===== src/rtl/parser_rule_loader_pkg.sv =====
// Shared types and helpers for the parser rule loader.
// Holds the rule-region and error encodings, the loader FSM states,
// the parser conf address-map field positions and the address encoder.
package parser_rule_loader_pkg;

  // Field positions inside the 32-bit parser conf address.
  localparam int ADDR_IDX_LSB   = 0;
  localparam int ADDR_IDX_W     = 6;
  localparam int ADDR_SEL_LSB   = 8;
  localparam int ADDR_SEL_W     = 3;
  localparam int ADDR_LAYER_LSB = 12;
  localparam int ADDR_LAYER_W   = 4;

  // Rule region selected by the sel field.
  typedef enum logic [ADDR_SEL_W-1:0] {
    RULE        = 3'd0,
    TYPE_DATA   = 3'd1,
    TYPE_OFFSET = 3'd2,
    KEY_OFFSET  = 3'd3,
    HEAD_SHIFT  = 3'd4,
    META_SHIFT  = 3'd5
  } rule_sel_e;

  // Host command as captured at accept. sel is kept raw so that the
  // out-of-range codes 6 and 7 can still be seen and rejected.
  typedef struct packed {
    logic [ADDR_LAYER_W-1:0] layer;
    logic [ADDR_SEL_W-1:0]   sel;
    logic [ADDR_IDX_W-1:0]   idx;
    logic [31:0]             wdata;
  } rule_cmd_t;

  // Sticky error code reported to the host.
  typedef enum logic [1:0] {
    ERR_NONE     = 2'd0,
    ERR_ILLEGAL  = 2'd1,
    ERR_MISMATCH = 2'd2,
    ERR_TIMEOUT  = 2'd3
  } loader_err_e;

  // Loader FSM states. READ and WAIT are only reachable in verify builds.
  typedef enum logic [2:0] {
    IDLE  = 3'd0,
    WRITE = 3'd1,
    GAP   = 3'd2,
    READ  = 3'd3,
    WAIT  = 3'd4
  } loader_state_e;

  // Build the conf address {16'b0, layer, 1'b0, sel, 2'b0, idx}.
  function automatic logic [31:0] rule_addr_enc(
    input logic [ADDR_LAYER_W-1:0] layer,
    input logic [ADDR_SEL_W-1:0]   sel,
    input logic [ADDR_IDX_W-1:0]   idx
  );
    logic [31:0] addr;
    addr = '0;
    addr[ADDR_LAYER_LSB +: ADDR_LAYER_W] = layer;
    addr[ADDR_SEL_LSB   +: ADDR_SEL_W]   = sel;
    addr[ADDR_IDX_LSB   +: ADDR_IDX_W]   = idx;
    return addr;
  endfunction

endpackage


===== src/rtl/parser_rule_loader_if.sv =====
// Host command stream, parser rule bus and status signals of the loader.
// The master modport is the loader's view; slave is the host/parser side.
interface parser_rule_loader_if #(
  parameter int LAYER_W = 4
);
  // Host command stream.
  logic               cmd_valid;
  logic               cmd_ready;
  logic [LAYER_W-1:0] cmd_layer;
  logic [2:0]         cmd_sel;
  logic [5:0]         cmd_idx;
  logic [31:0]        cmd_wdata;
  // Parser rule write/read bus.
  logic               rule_wren;
  logic               rule_rden;
  logic [31:0]        rule_addr;
  logic [31:0]        rule_wdata;
  logic               rule_rdata_valid;
  logic [31:0]        rule_rdata;
  // Status towards the host.
  logic               busy;
  logic [15:0]        wr_cnt;
  logic [1:0]         err;
  logic [31:0]        err_addr;
  logic               err_clr;

  modport master (
    input  cmd_valid, cmd_layer, cmd_sel, cmd_idx, cmd_wdata,
    input  rule_rdata_valid, rule_rdata, err_clr,
    output cmd_ready, rule_wren, rule_rden, rule_addr, rule_wdata,
    output busy, wr_cnt, err, err_addr
  );

  modport slave (
    output cmd_valid, cmd_layer, cmd_sel, cmd_idx, cmd_wdata,
    output rule_rdata_valid, rule_rdata, err_clr,
    input  cmd_ready, rule_wren, rule_rden, rule_addr, rule_wdata,
    input  busy, wr_cnt, err, err_addr
  );

endinterface


===== src/rtl/parser_rule_loader.sv =====
// Configuration master for the pipelined parser rule tables.
// Takes one host command at a time, checks it against the rule address
// map, issues a single-cycle write strobe and keeps a sticky error latch
// plus a write counter for the host.
// Optional readback check: define PARSER_RULE_VERIFY_EN to read back every
// non-RULE write and flag data mismatches or a missing response.
module parser_rule_loader
  import parser_rule_loader_pkg::*;
#(
  parameter int LAYER_W    = 4,
  parameter int KEY_NUM    = 8,
  parameter int GAP_CYCLES = 0,
  parameter int TIMEOUT    = 16
) (
  input  logic                 i_clk,
  input  logic                 i_rst,
  parser_rule_loader_if.master bus
);

  // One counter serves both the gap and the readback timeout.
  localparam int CNT_MAX = (GAP_CYCLES > TIMEOUT) ? GAP_CYCLES : TIMEOUT;
  localparam int CNT_W   = $clog2(CNT_MAX + 2);
  localparam loader_state_e POST_WRITE = (GAP_CYCLES > 0) ? GAP : IDLE;

  loader_state_e      state, state_nxt;
  logic [CNT_W-1:0]   cnt;
  logic [31:0]        addr_q, wdata_q;
  logic [15:0]        wr_cnt_q;
  loader_err_e        err_q;
  logic [31:0]        err_addr_q;

  logic [LAYER_W-1:0] cmd_layer;
  rule_cmd_t          cmd_in;
  logic [31:0]        cmd_addr;
  logic               cmd_legal;
  logic               accept;
  logic               new_err;
  loader_err_e        new_code;
  logic [31:0]        new_addr;

  // Region/index legality against the parser conf map.
  function automatic logic rule_legal(input logic [2:0] sel, input logic [5:0] idx);
    case (sel)
      RULE, HEAD_SHIFT, META_SHIFT: return idx == '0;
      TYPE_DATA, TYPE_OFFSET:       return idx < 6'd16;
      KEY_OFFSET:                   return int'(idx) < KEY_NUM;
      default:                      return 1'b0;
    endcase
  endfunction

  assign cmd_layer = bus.cmd_layer;
  assign cmd_in    = '{layer: ADDR_LAYER_W'(cmd_layer), sel: bus.cmd_sel,
                       idx: bus.cmd_idx, wdata: bus.cmd_wdata};
  assign cmd_addr  = rule_addr_enc(cmd_in.layer, cmd_in.sel, cmd_in.idx);
  assign cmd_legal = rule_legal(cmd_in.sel, cmd_in.idx);

  // Ready is also gated by reset so every output reads 0 while in reset.
  assign bus.cmd_ready = (state == IDLE) && !i_rst;
  assign accept        = bus.cmd_valid && bus.cmd_ready;

  // State register.
  always_ff @(posedge i_clk or posedge i_rst) begin
    // NOTE: sequential state uses non-blocking assignments so every register
    // samples the pre-edge values regardless of process ordering.
    if (i_rst) state <= IDLE;
    else       state <= state_nxt;
  end

  // Next-state decode and error detection.
  always_comb begin
    // NOTE: every output of this block gets a default first; a path that
    // leaves one unassigned would infer a latch.
    state_nxt = state;
    new_err   = 1'b0;
    new_code  = ERR_NONE;
    new_addr  = '0;
    case (state)
      IDLE: begin
        if (accept) begin
          if (cmd_legal) begin
            state_nxt = WRITE;
          end else begin
            new_err  = 1'b1;
            new_code = ERR_ILLEGAL;
            new_addr = cmd_addr;
          end
        end
      end
      WRITE: begin
        state_nxt = POST_WRITE;
`ifdef PARSER_RULE_VERIFY_EN
        if (addr_q[ADDR_SEL_LSB +: ADDR_SEL_W] != RULE) state_nxt = READ;
`endif
      end
      GAP: begin
        if (cnt == CNT_W'(GAP_CYCLES - 1)) state_nxt = IDLE;
      end
`ifdef PARSER_RULE_VERIFY_EN
      READ: begin
        state_nxt = WAIT;
      end
      WAIT: begin
        if (bus.rule_rdata_valid) begin
          state_nxt = POST_WRITE;
          if (bus.rule_rdata != wdata_q) begin
            new_err  = 1'b1;
            new_code = ERR_MISMATCH;
            new_addr = addr_q;
          end
        end else if (cnt == CNT_W'(TIMEOUT - 1)) begin
          state_nxt = POST_WRITE;
          new_err   = 1'b1;
          new_code  = ERR_TIMEOUT;
          new_addr  = addr_q;
        end
      end
`endif
      default: state_nxt = IDLE;
    endcase
  end

  // Cycles spent in the current GAP or WAIT state; cleared on every transition.
  always_ff @(posedge i_clk or posedge i_rst) begin
    if (i_rst)                            cnt <= '0;
    else if (state_nxt != state)          cnt <= '0;
    else if (state == GAP || state == WAIT) cnt <= cnt + CNT_W'(1);
  end

  // Capture address and data of a legal command; held until the next one.
  always_ff @(posedge i_clk or posedge i_rst) begin
    if (i_rst) begin
      addr_q  <= '0;
      wdata_q <= '0;
    end else if (accept && cmd_legal) begin
      addr_q  <= cmd_addr;
      wdata_q <= cmd_in.wdata;
    end
  end

  // Count issued writes; wraps naturally at 16 bits.
  always_ff @(posedge i_clk or posedge i_rst) begin
    if (i_rst)               wr_cnt_q <= '0;
    else if (state == WRITE) wr_cnt_q <= wr_cnt_q + 16'd1;
  end

  // Sticky first-error latch; a clear in the same cycle as a new error
  // still lets the new error in.
  always_ff @(posedge i_clk or posedge i_rst) begin
    if (i_rst) begin
      err_q      <= ERR_NONE;
      err_addr_q <= '0;
    end else if (new_err && (err_q == ERR_NONE || bus.err_clr)) begin
      err_q      <= new_code;
      err_addr_q <= new_addr;
    end else if (bus.err_clr) begin
      err_q      <= ERR_NONE;
      err_addr_q <= '0;
    end
  end

  assign bus.rule_wren  = (state == WRITE);
  assign bus.rule_addr  = addr_q;
  assign bus.rule_wdata = wdata_q;
  assign bus.busy       = (state != IDLE);
  assign bus.wr_cnt     = wr_cnt_q;
  assign bus.err        = err_q;
  assign bus.err_addr   = err_addr_q;

`ifdef PARSER_RULE_VERIFY_EN
  assign bus.rule_rden = (state == READ);
`else
  // Readback path is absent; the response inputs are intentionally ignored.
  logic unused_rdata;
  assign unused_rdata  = ^{bus.rule_rdata_valid, bus.rule_rdata};
  assign bus.rule_rden = 1'b0;
`endif

endmodule


===== src/flat_wrapper.sv =====
// flat-port wrapper written by rule: the top's interface ports become plain ports
module parser_rule_loader_flat import parser_rule_loader_pkg::*;
#(
  parameter int LAYER_W    = 4,
  parameter int KEY_NUM    = 8,
  parameter int GAP_CYCLES = 0,
  parameter int TIMEOUT    = 16
)
  (i_clk, i_rst, bus_cmd_valid, bus_cmd_layer, bus_cmd_sel, bus_cmd_idx, bus_cmd_wdata, bus_rule_rdata_valid, bus_rule_rdata, bus_err_clr, bus_cmd_ready, bus_rule_wren, bus_rule_rden, bus_rule_addr, bus_rule_wdata, bus_busy, bus_wr_cnt, bus_err, bus_err_addr);
  parser_rule_loader_if #(.LAYER_W(LAYER_W)) bus_i ();
  input  logic i_clk;
  input  logic i_rst;
  input wire logic [$bits(bus_i.cmd_valid)-1:0] bus_cmd_valid;
  input wire logic [$bits(bus_i.cmd_layer)-1:0] bus_cmd_layer;
  input wire logic [$bits(bus_i.cmd_sel)-1:0] bus_cmd_sel;
  input wire logic [$bits(bus_i.cmd_idx)-1:0] bus_cmd_idx;
  input wire logic [$bits(bus_i.cmd_wdata)-1:0] bus_cmd_wdata;
  input wire logic [$bits(bus_i.rule_rdata_valid)-1:0] bus_rule_rdata_valid;
  input wire logic [$bits(bus_i.rule_rdata)-1:0] bus_rule_rdata;
  input wire logic [$bits(bus_i.err_clr)-1:0] bus_err_clr;
  output wire logic [$bits(bus_i.cmd_ready)-1:0] bus_cmd_ready;
  output wire logic [$bits(bus_i.rule_wren)-1:0] bus_rule_wren;
  output wire logic [$bits(bus_i.rule_rden)-1:0] bus_rule_rden;
  output wire logic [$bits(bus_i.rule_addr)-1:0] bus_rule_addr;
  output wire logic [$bits(bus_i.rule_wdata)-1:0] bus_rule_wdata;
  output wire logic [$bits(bus_i.busy)-1:0] bus_busy;
  output wire logic [$bits(bus_i.wr_cnt)-1:0] bus_wr_cnt;
  output wire logic [$bits(bus_i.err)-1:0] bus_err;
  output wire logic [$bits(bus_i.err_addr)-1:0] bus_err_addr;
  assign bus_i.cmd_valid = bus_cmd_valid;
  assign bus_i.cmd_layer = bus_cmd_layer;
  assign bus_i.cmd_sel = bus_cmd_sel;
  assign bus_i.cmd_idx = bus_cmd_idx;
  assign bus_i.cmd_wdata = bus_cmd_wdata;
  assign bus_i.rule_rdata_valid = bus_rule_rdata_valid;
  assign bus_i.rule_rdata = bus_rule_rdata;
  assign bus_i.err_clr = bus_err_clr;
  assign bus_cmd_ready = bus_i.cmd_ready;
  assign bus_rule_wren = bus_i.rule_wren;
  assign bus_rule_rden = bus_i.rule_rden;
  assign bus_rule_addr = bus_i.rule_addr;
  assign bus_rule_wdata = bus_i.rule_wdata;
  assign bus_busy = bus_i.busy;
  assign bus_wr_cnt = bus_i.wr_cnt;
  assign bus_err = bus_i.err;
  assign bus_err_addr = bus_i.err_addr;
  parser_rule_loader #(.LAYER_W(LAYER_W), .KEY_NUM(KEY_NUM), .GAP_CYCLES(GAP_CYCLES), .TIMEOUT(TIMEOUT)) u_core (.i_clk(i_clk), .i_rst(i_rst), .bus(bus_i));
endmodule

===== config.mk =====
export PLATFORM = sky130hd
export DESIGN_NAME = parser_rule_loader_flat
export DESIGN_NICKNAME = d
export VERILOG_FILES = /design/src/rtl/parser_rule_loader_pkg.sv /design/src/rtl/parser_rule_loader_if.sv /design/src/rtl/parser_rule_loader.sv /design/src/flat_wrapper.sv
export SDC_FILE = /design/constraint.sdc
export NUM_CORES = 1
export LEC_CHECK = 0
export ABC_AREA = 0
export BUFFER_PORTS_ARGS = -buffer_cell sky130_fd_sc_hd__buf_2
export CAP_MARGIN = 20
export CORE_UTILIZATION = 40
export CTS_CLUSTER_DIAMETER = 200
export DETAILED_ROUTE_END_ITERATION = 16
export HOLD_SLACK_MARGIN = 0.05
export PLACE_DENSITY = 0.84
export SYNTH_ARGS = -nofsm -noshare
export SYNTH_HDL_FRONTEND = slang
export SYNTH_SLANG_ARGS = --single-unit

===== constraint.sdc =====
create_clock -name i_clk -period 3.8 [get_ports i_clk]
set_input_delay 0.76 -clock i_clk [delete_from_list [all_inputs] [get_ports i_clk]]
set_output_delay 0.76 -clock i_clk [all_outputs]
set_load 0.01 [all_outputs]

==> impl_metrics.csv <==
group,metric,value,unit
die,start_util,41.1,%
grt,use_met3,4.78,%
die,ios,200,
synthesis,syn_inst,287,
routing,wl_per_cell,13.3,um
die,num_rows,35,
synthesis,async_flop_share,100,%
critical_path,reg2reg_depth,5,
critical_path,crit_type,"in -> reg",
cts,clk_pin_slew,0.08,ns
cts,insertion_delay,0.34,ns
synthesis,ys_seq_elements,83,
routing,drt_wl_total,7270,um
die,coreArea,0.00924,mm^2
sta,slew_violations,0,
layout,stdcell_count,548,
routing,dr_total_vias,2443,
synthesis,ys_seq_area_share,54.7,%
sta,fmax,0.404,GHz
worst_hold_path,hold_class,"reg -> reg",
critical_path,cp_max_fo,39,
placed_design,place.gp.congestion,0.782,
sta,rsz0062_at_grt,"no",
sta,finalHoldViolCount,0,
grt,grt_usage,15.5,%
grt,use_met2,25.8,%
routing,drc,0,
die,die_h,99.5,um
synthesis,yosys.area.top_type,"dfrtp_1",
cts,htree_levels,3,
routing,first_iter_violations,74,
layout,area_delta_synth_final,19.7,%
cts,cts_buffers,9,
sta,setup_viol,0,
synthesis,netlist_area,0.00380,mm^2
cts,post_cts_buffers,0,
synthesis,synthTopCellsByArea,"dfrtp_1 55%, mux2_2 14%, buf_4 8.5%, mux2_4 3.6%, xnor2_1 2.5%",
layout,diodes,0,
outcome,status,"completed",
routing,drtAntennaViolNets,0,
power,leakagePower,0.00252,uW
run,cap_viol_max_count,0,
grt,overflow,0,
layout,ff_latch_area,0.00208,mm^2
sta,relSlewSlack,48.7,%
cts,clockRootBuffer,"clkbuf_8",
cts,cts_resized,0,
critical_path,critPathArrivalTime,2.70,ns
sta,setup-tns-final,0,ns
critical_path,startpoint_type,"primary input",
synthesis,synth_top_area_share,54.7,%
layout,fin_nets,501,
grt,grt_first_pass_wirelength,12000,um
sta,period_needed,2.48,ns
synthesis,yosys_warnings,0,
sta,tightest_slew,0.770,ns
synthesis,syn_avg_cell_area,13.2,um^2
synthesis,synth_edf_count,0,
routing,via_per_inst,4.46,
layout,nFillCells,819,
sta,fin_crit_sh,65.2,%
placed_design,placed_cells,534,
placed_design,dp_hpwl,5240,um
die,chipWidth,99.5,um
synthesis,dominantRegCellSynth,"dfrtp_1",
sta,setup_ws,1.32,ns
routing,firstDrtPassIters,6,
worst_hold_path,holdPathStages,1,
die,dieArea,0.00989,mm^2
critical_path,worst_ep_required_time,4.02,ns
placed_design,port-buffer-count,126,
synthesis,yosys-top-cells-count,"83 x dfrtp_1, 46 x mux2_2, 43 x buf_4",
grt,antenna_found_initial,0,
grt,grtUsageMet1,19.2,%
sta,skew,0.00950,ns
placed_design,dp_worst_setup_slack,0.913,ns
cts,cts_tree,"built",
power,peakVddDrop,0.223,mV
cts,cts.sinks,83,
power,p_per_area,415,mW/mm^2
grt,grt_pass1_vias,2513,
grt,grt_max_degree,57,
synthesis,synth.distinct_cells,38,
cts,cts-hold-fix-buffers,0,
critical_path,cp-end-kind,"flip-flop",
cts,cts_max_path_buffers,2,
layout,drive_above_1_share,49.2,%
synthesis,synth.most_common_cell,"dfrtp_1",
grt,top_usage_layer,"met2",
layout,multi_input_area,0.00145,mm^2
[kinds of logic (layout without fill, tap and decap cells)]
logic type	count (synthesis)	after routing	share of synthesized area (%)
muxes	57	57	17.7
and+or+nand+nor	62	62	10.0
AOI/OAI and AO/OA	11	11	1.98
DFF	83	83	54.7
other	1	41	0.0987
buffers and inverters	55	147	11.0
adders and majority gates	3	3	0.988
xor gates and xnor gates	15	15	3.46
[critical path: stages]
cell	delay (ns)
buf_2	0.13
clkinvlp_4	0.43
nand3_1	0.18
or2_4	0.38
inv_4	0.40
mux2_2	0.40
[layout make-up]
cell class / count / share of cell area [%]
sequential: 83 / 45.7
clock inverter: 4 / 1.16
timing repair buffer: 127 / 14.0
inverter: 6 / 0.633
multi-input combinational: 189 / 31.9
clock buffer: 10 / 3.03
tap: 129 / 3.55
[layer usage]
layer,wire length (um),vias up
met5,0,-
met4,59,0
met3,472,5
met2,3570,113
met1,3180,1182
li1,-,1143
[report_power, final]
part           internal, uW  switching [uW]
clock                   314             303
combinational           130             142
sequential              956            40.6
total                  1400             486
[layout by cell type (no fill, tap or decap), types with 2 or more instances in the layout]
master      instances
a21oi_1             3
a22oi_1             2
and2_1              2
and3_1              4
buf_2             126
clkbuf_8           10
clkinvlp_4          4
conb_1             41
dfrtp_1            83
ha_1                3
inv_1               4
mux2_2             46
mux2_4              9
mux2i_1             2
nand2_1             9
nand2b_1            2
nand3_1             6
nand4_1             5
nor2_1             10
nor2b_1            13
nor4_4              2
o21ai_0             4
xnor2_1            11
xor2_1              4
[state kept, by name (all words and copies together), names as in the netlist]
name and cells:
u_core.bus.err 1, u_core.bus.err_addr 13, u_core.bus.rule_addr 13, u_core.bus.rule_wdata 32
u_core.bus.wr_cnt 16, u_core.cnt 5, u_core.state 3
[path summary, 6_finish.rpt]
path,from,endpoint,slack [ns]
hold / removal,u_core.bus.rule_addr[4],u_core.bus.rule_addr[4],0.49
setup / recovery,i_rst,u_core.bus.rule_wdata[17],1.32
hold reg to reg,u_core.bus.rule_addr[4],u_core.bus.rule_addr[4],0.49
min in group asynchronous,i_rst,u_core.bus.rule_addr[12],0.51
setup reg to reg,u_core.state[1],u_core.bus.rule_wdata[17],1.58
max in group asynchronous,i_rst,u_core.cnt[1],2.18
[through the flow]
stage          hold slack, ns  util, %  area, um^2  total power (uW)
4_1_cts                 0.495     49.2        4550              1920
3_5_place_dp            0.475     47.2        4360              1290
6_report                0.486     49.2        4550              1890
2_1_floorplan           0.508        -        3950              1200
5_1_grt                 0.508     49.2        4550              1990
3_3_place_gp            0.468     47.2        4360              1280
Power figures use the tool's default switching activity.
